--- config.mk ---
export PLATFORM = sky130hd
export DESIGN_NAME = jtag_instruction_register_flat
export DESIGN_NICKNAME = d
export VERILOG_FILES = /design/src/rtl/jtag_instruction_register_if.sv /design/src/rtl/jtag_instruction_register.sv /design/src/flat_wrapper.sv
export SDC_FILE = /design/constraint.sdc
export NUM_CORES = 1
export LEC_CHECK = 0
export ABC_CLOCK_PERIOD_IN_PS = 3400
export CORE_MARGIN = 1.5
export CORE_UTILIZATION = 30
export CTS_CLUSTER_DIAMETER = 120
export DETAILED_ROUTE_END_ITERATION = 12
export GPL_TIMING_DRIVEN = 0
export SETUP_SLACK_MARGIN = 0.05
export SLEW_MARGIN = 40
export SYNTH_ARGS = -nofsm -noshare
export SYNTH_HDL_FRONTEND = slang
export SYNTH_SLANG_ARGS = --single-unit
--- constraint.sdc ---
create_clock -name TCK -period 3.4 [get_ports TCK]
set_input_delay 0.85 -clock TCK [delete_from_list [all_inputs] [get_ports TCK]]
set_output_delay 0.85 -clock TCK [all_outputs]
set_load 0.02 [all_outputs]
--- src/rtl/jtag_instruction_register_if.sv ---
// Strobe, serial and decode signals between the TAP controller side and jtag_instruction_register.
// master drives the controller strobes and serial input; slave is the register bank.
interface jtag_instruction_register_if #(
  parameter int unsigned IR_WIDTH = 4
) ();
  logic                Resetn;
  logic                TDI;
  logic                ClockIR;
  logic                ShiftIR;
  logic                UpdateIR;
  logic                ClockDR;
  logic                ShiftDR;
  logic                Select;
  logic                UserTDO;
  logic [IR_WIDTH-1:0] Instr;
  logic                SelBypass;
  logic                SelIdcode;
  logic                SelExtest;
  logic                TDO;

  modport master (
    output Resetn, TDI, ClockIR, ShiftIR, UpdateIR, ClockDR, ShiftDR, Select, UserTDO,
    input  Instr, SelBypass, SelIdcode, SelExtest, TDO
  );

  modport slave (
    input  Resetn, TDI, ClockIR, ShiftIR, UpdateIR, ClockDR, ShiftDR, Select, UserTDO,
    output Instr, SelBypass, SelIdcode, SelExtest, TDO
  );
endinterface

--- src/rtl/jtag_instruction_register.sv ---
// JTAG IR shift/update stages, instruction decode, BYPASS/IDCODE data registers and TDO retiming.
// Define JTAG_IDCODE_EN to build the IDCODE register and make IDCODE the reset instruction.
module jtag_instruction_register #(
  parameter int unsigned         IR_WIDTH      = 4,
  parameter logic [31:0]         IDCODE_VALUE  = 32'h1000_0001,
  parameter logic [IR_WIDTH-1:0] IDCODE_OPCODE = 4'b0001
) (
  input logic                        TCK,
  input logic                        TRST,
  jtag_instruction_register_if.slave jif
);

  localparam logic [IR_WIDTH-1:0] IR_CAPTURE = IR_WIDTH'(2'b01);
  localparam logic [IR_WIDTH-1:0] OP_BYPASS  = '1;
  localparam logic [IR_WIDTH-1:0] OP_EXTEST  = '0;
`ifdef JTAG_IDCODE_EN
  localparam logic [IR_WIDTH-1:0] OP_RESET   = IDCODE_OPCODE;
`else
  localparam logic [IR_WIDTH-1:0] OP_RESET   = OP_BYPASS;
`endif

  logic                rst_any;
  logic [IR_WIDTH-1:0] ir_sr_q, ir_sr_d;
  logic [IR_WIDTH-1:0] instr_q, instr_d;
  logic                bypass_q, bypass_d;
  logic                sel_bypass, sel_idcode, sel_extest;
  logic                dr_capture, dr_shift;
  logic                idcode_bit;
  logic                tdo_mux, tdo_q;

  assign rst_any    = TRST | ~jif.Resetn;
  assign dr_capture = jif.ClockDR & ~jif.ShiftDR;
  assign dr_shift   = jif.ClockDR & jif.ShiftDR;
  assign sel_bypass = (instr_q == OP_BYPASS);
  assign sel_extest = (instr_q == OP_EXTEST);

  // An UpdateIR coinciding with ClockIR takes the pre-shift content and drops the shift.
  always_comb begin
    ir_sr_d = ir_sr_q;
    instr_d = instr_q;
    if (jif.UpdateIR) begin
      instr_d = ir_sr_q;
    end else if (jif.ClockIR) begin
      ir_sr_d = jif.ShiftIR ? {jif.TDI, ir_sr_q[IR_WIDTH-1:1]} : IR_CAPTURE;
    end
  end

  always_comb begin
    bypass_d = bypass_q;
    if (sel_bypass | sel_extest) begin
      if (dr_capture) begin
        bypass_d = 1'b0;
      end else if (dr_shift) begin
        bypass_d = jif.TDI;
      end
    end
  end

  always_ff @(posedge TCK) begin
    if (rst_any) begin
      ir_sr_q  <= IR_CAPTURE;
      instr_q  <= OP_RESET;
      bypass_q <= 1'b0;
    end else begin
      ir_sr_q  <= ir_sr_d;
      instr_q  <= instr_d;
      bypass_q <= bypass_d;
    end
  end

`ifdef JTAG_IDCODE_EN
  logic [31:0] idcode_sr_q, idcode_sr_d;

  assign sel_idcode = (instr_q == IDCODE_OPCODE);
  assign idcode_bit = idcode_sr_q[0];

  always_comb begin
    idcode_sr_d = idcode_sr_q;
    if (sel_idcode) begin
      if (dr_capture) begin
        idcode_sr_d = IDCODE_VALUE;
      end else if (dr_shift) begin
        idcode_sr_d = {jif.TDI, idcode_sr_q[31:1]};
      end
    end
  end

  always_ff @(posedge TCK) begin
    if (rst_any) begin
      idcode_sr_q <= IDCODE_VALUE;
    end else begin
      idcode_sr_q <= idcode_sr_d;
    end
  end
`else
  // Without the IDCODE register its opcode falls through to the user-instruction path.
  logic unused_idcode;
  assign unused_idcode = ^{IDCODE_VALUE, IDCODE_OPCODE};
  assign sel_idcode    = 1'b0;
  assign idcode_bit    = 1'b0;
`endif

  always_comb begin
    if (jif.Select) begin
      tdo_mux = ir_sr_q[0];
    end else if (sel_idcode) begin
      tdo_mux = idcode_bit;
    end else if (sel_bypass | sel_extest) begin
      tdo_mux = bypass_q;
    end else begin
      tdo_mux = jif.UserTDO;
    end
  end

  // Falling-edge retime: TDO is stable across the next rising edge seen by the downstream device.
  always_ff @(negedge TCK) begin
    if (TRST) begin
      tdo_q <= 1'b0;
    end else begin
      tdo_q <= tdo_mux;
    end
  end

  assign jif.Instr     = instr_q;
  assign jif.SelBypass = sel_bypass;
  assign jif.SelIdcode = sel_idcode;
  assign jif.SelExtest = sel_extest;
  assign jif.TDO       = tdo_q;

endmodule

--- src/flat_wrapper.sv ---
// flat-port wrapper written by rule: the top's interface ports become plain ports
module jtag_instruction_register_flat 
#(
  parameter int unsigned         IR_WIDTH      = 4,
  parameter logic [31:0]         IDCODE_VALUE  = 32'h1000_0001,
  parameter logic [IR_WIDTH-1:0] IDCODE_OPCODE = 4'b0001
)
  (TCK, TRST, jif_Resetn, jif_TDI, jif_ClockIR, jif_ShiftIR, jif_UpdateIR, jif_ClockDR, jif_ShiftDR, jif_Select, jif_UserTDO, jif_Instr, jif_SelBypass, jif_SelIdcode, jif_SelExtest, jif_TDO);
  jtag_instruction_register_if #(.IR_WIDTH(IR_WIDTH)) jif_i ();
  input logic TCK;
  input logic TRST;
  input wire logic [$bits(jif_i.Resetn)-1:0] jif_Resetn;
  input wire logic [$bits(jif_i.TDI)-1:0] jif_TDI;
  input wire logic [$bits(jif_i.ClockIR)-1:0] jif_ClockIR;
  input wire logic [$bits(jif_i.ShiftIR)-1:0] jif_ShiftIR;
  input wire logic [$bits(jif_i.UpdateIR)-1:0] jif_UpdateIR;
  input wire logic [$bits(jif_i.ClockDR)-1:0] jif_ClockDR;
  input wire logic [$bits(jif_i.ShiftDR)-1:0] jif_ShiftDR;
  input wire logic [$bits(jif_i.Select)-1:0] jif_Select;
  input wire logic [$bits(jif_i.UserTDO)-1:0] jif_UserTDO;
  output wire logic [$bits(jif_i.Instr)-1:0] jif_Instr;
  output wire logic [$bits(jif_i.SelBypass)-1:0] jif_SelBypass;
  output wire logic [$bits(jif_i.SelIdcode)-1:0] jif_SelIdcode;
  output wire logic [$bits(jif_i.SelExtest)-1:0] jif_SelExtest;
  output wire logic [$bits(jif_i.TDO)-1:0] jif_TDO;
  assign jif_i.Resetn = jif_Resetn;
  assign jif_i.TDI = jif_TDI;
  assign jif_i.ClockIR = jif_ClockIR;
  assign jif_i.ShiftIR = jif_ShiftIR;
  assign jif_i.UpdateIR = jif_UpdateIR;
  assign jif_i.ClockDR = jif_ClockDR;
  assign jif_i.ShiftDR = jif_ShiftDR;
  assign jif_i.Select = jif_Select;
  assign jif_i.UserTDO = jif_UserTDO;
  assign jif_Instr = jif_i.Instr;
  assign jif_SelBypass = jif_i.SelBypass;
  assign jif_SelIdcode = jif_i.SelIdcode;
  assign jif_SelExtest = jif_i.SelExtest;
  assign jif_TDO = jif_i.TDO;
  jtag_instruction_register #(.IR_WIDTH(IR_WIDTH), .IDCODE_VALUE(IDCODE_VALUE), .IDCODE_OPCODE(IDCODE_OPCODE)) u_core (.TCK(TCK), .TRST(TRST), .jif(jif_i));
endmodule
==> flow_summary_export.csv <==
group,metric,value,unit
outcome,run_status,"complete, no violations",
timing,hold_slack_final,0.462,ns
detailed_routing,routed_wirelength,860,um
power,cellLeakagePower,0.275,nW
clock_network,cts-hold-fix-buffers,0,
layout,final_layout_size_suffix_gt1_share,13.0,%
critical_path,worst_ep_arrival_time,2.44,ns
timing,timing_hold_violations_final,0,
timing,maxSlewViolCount,0,
layout,antenna_cells_inserted,0,
global_routing,grt_antenna_before_repair,0,
detailed_routing,route.detailed.wl_per_inst,10.2,um
clock_network,tritoncts,"yes",
clock_network,cts_h_tree_depth,1,
place,place_hpwl,685,um
layout,layout.cells.most_common,"sky130_fd_sc_hd__clkdlybuf4s50_1",
place,buffer_ports.inserted,16,
global_routing,maximum_number_of_pins_on_one_net_before_global_route_repair,8,
clock_network,num_cts_buffers,3,
clock_network,clk_pin_slew_worst_paths,0.06,ns
clock_network,cts-root-buf,"sky130_fd_sc_hd__clkbuf_4",
detailed_routing,avgViaCountPerCell,4.73,
critical_path,timing.critical_path.to_type,"primary output",
critical_path,r2r-end,"u_core.jif.TDO",
critical_path,slowest_delay,0.30,ns
critical_path,critical_path_required,2.55,ns
synthesis,synth_seq_cells,10,
power,p_sw,0.0649,mW
global_routing,first_pass_grt_wire_length,1560,um
synthesis,synth_sequential_area_ratio,45.1,%
critical_path,r2r_start,"u_core.jif.Instr[1]",
floorplanning,io_pins,19,
critical_path,timing.critical_path.buf_inv,1,
layout,area_delta_synth_final,46.2,%
job,cap_viol_max_count,0,
critical_path,path_depth_of_the_worst_reg2reg_path,3,
timing,finalSetupTns,0,ns
clock_network,number_of_clock_sinks,10,
power,p_seq_share,49.1,%
place,place.gp.congestion,0.713,
timing,setup_viol_count_final,0,
floorplanning,core_area,1330,um^2
power,share_comb_of_total_power,16.9,%
power,power.switching_fraction,25.5,%
global_routing,first_global_vias,348,
global_routing,gr-usage-all-layers,12.6,%
clock_network,insertion_delay,0.31,ns
critical_path,crit_fanout,1,
detailed_routing,drt_iter0_markers,3,
global_routing,global_route_overflow,0,
detailed_routing,vias,397,
detailed_routing,detail_route.first_pass.iterations,2,
synthesis,yosysUniqueCellTypes,18,
layout,final.fill_count,146,
hold_path,hold_path_sink,"u_core.bypass_q",
layout,layout.cells.most_common_list,"sky130_fd_sc_hd__clkdlybuf4s50_1 (13), sky130_fd_sc_hd__dfxtp_1 (9), sky130_fd_sc_hd__nand2_1 (8)",
floorplanning,die_area,1720,um^2
floorplanning,die-height,41.5,um
timing,grt_setup_unrepaired,"false",
power,vdd_drop_max,0.210,mV
power,clkPwrFrac,34.0,%
critical_path,reg2reg_slack,0.50,ns
hold_path,timing.hold.worst.start,"u_core.bypass_q",
floorplanning,initial_utilization,33.3,%
critical_path,cpLargestDelayFamily,"flip-flops",
layout,design.final.nets,81,
synthesis,syn-instance-count,49,
critical_path,crit_type,"reg2out",
synthesis,syn-num-nets,60,
timing,finClkSkew,0.0540,ns
layout,sequential_standard_cell_area,201,um^2
clock_network,clock_tree.buffer_depth,2,
place,detailedPlace.worstSlack,-0.358,ns
synthesis,synth_warnings,0,
detailed_routing,detail-route-antenna-nets,0,
hold_path,hold_path_depth,2,
layout,area_used_by_multi_input_combinational_logic,224,um^2
detailed_routing,drc,0,
power,internal_power,0.189,mW
critical_path,worst_path_max_delay_cell,"sky130_fd_sc_hd__dfxtp_2",
power,totalPowerFinal,0.254,mW
floorplanning,die_w,41.5,um
critical_path,crit_chain,"buf_6",
timing,post-route-worst-setup-slack,0.115,ns
floorplanning,core.rowCount,13,
synthesis,post_synth_instance_area,444,um^2
critical_path,critical_path.startpoint_type,"flop",
layout,utilization,48.7,%
power,pd_cells,391,nW/um^2
synthesis,postSynthAreaPerCell,9.06,um^2
hold_path,hold_class,"reg2reg",
-- logic make-up after synthesis --
logic type / Yosys count / share of synthesized area, %
simple gates: 22 / 29.3
flops: 10 / 45.1
mux: 5 / 11.3
other cells: 1 / 0.844
buf+inv: 4 / 4.51
compound gates: 7 / 9.01
-- power groups by stage --
| stage | combinational, mW | sequential, mW | clock [mW] |
|---|---|---|---|
| floorplan | 0.0182 | 0.130 | 0.00368 |
| global placement | 0.0439 | 0.127 | 0.00368 |
| detailed placement | 0.0438 | 0.127 | 0.00368 |
| CTS | 0.0421 | 0.124 | 0.0911 |
| global route | 0.0463 | 0.125 | 0.108 |
| finish | 0.0430 | 0.125 | 0.0865 |
-- stage by stage --
step	area, um^2	cells
after CTS	642	84
after global placement	623	80
after floorplan	444	49
after global routing	649	84
final	649	84
after detailed placement	623	80
-- state kept, by name, summed over array words and instances, names as in the netlist --
register / cells
u_core.ir_sr_q: 4
u_core.jif.Instr: 4
u_core.bypass_q: 1
u_core.jif.TDO: 1
-- routing by layer --
| layer | wire (um) | up-vias | part of all wire [%] | GRT usage (%) |
|---|---|---|---|---|
| met5 | 0 | - | 0 | 0 |
| met4 | 0 | 0 | 0 | 9.68 |
| met3 | 74 | 0 | 8.6 | 7.39 |
| met2 | 377 | 16 | 44 | 15.3 |
| met1 | 408 | 175 | 47 | 15.8 |
| li1 | - | 206 | - | - |
-- worst max path at each step --
stage	start	end	slack, ns	cells past startpoint
5_1_grt	u_core.jif.TDO	jif_TDO	0.05	1
2_1_floorplan	jif_UserTDO	u_core.jif.TDO	0.10	2
3_5_place_dp	jif_Select	u_core.jif.TDO	-0.36	3
4_1_cts	u_core.jif.TDO	jif_TDO	0.08	1
3_3_place_gp	jif_Select	u_core.jif.TDO	-0.36	3
6_report	u_core.jif.TDO	jif_TDO	0.11	1
-- cells in the mapped netlist, drive strengths merged --
| cell | instances | share of area, % |
|---|---|---|
| buf | 2 | 2.8 |
| or4 | 1 | 1.7 |
| conb | 1 | 0.84 |
| nor2 | 2 | 1.7 |
| nor3b | 1 | 1.7 |
| and4 | 1 | 2.5 |
| nand2b | 2 | 2.8 |
| a21oi | 4 | 4.5 |
| nand2 | 8 | 6.8 |
| nor2b | 2 | 2.8 |
| inv | 2 | 1.7 |
| dfxtp | 10 | 45 |
| o21ai | 2 | 2.3 |
| nor4 | 1 | 4.8 |
| mux2i | 5 | 11 |
| nand3 | 4 | 4.5 |
| o311a | 1 | 2.3 |
-- cell type report --
| type | count | share of cell area [%] |
|---|---|---|
| plain buffers | 2 | 1.93 |
| clock buffers | 3 | 3.47 |
| inverters | 1 | 0.578 |
| clock inverters | 2 | 1.16 |
| repair buffers | 16 | 24.5 |
| flip-flops and latches | 10 | 31.0 |
| well taps | 15 | 2.89 |
| multi-input cells | 35 | 34.5 |
-- repair_timing --
| action | 4_1_cts | 5_1_grt |
|---|---|---|
| resized for setup | 6 | 3 |
| pin swaps | 1 | 0 |
| endpoints found under the hold margin | 0 | 0 |
| setup buffers | 0 | 0 |
| endpoints found under the setup margin | 2 | 1 |
Power figures use the tool's default switching activity.
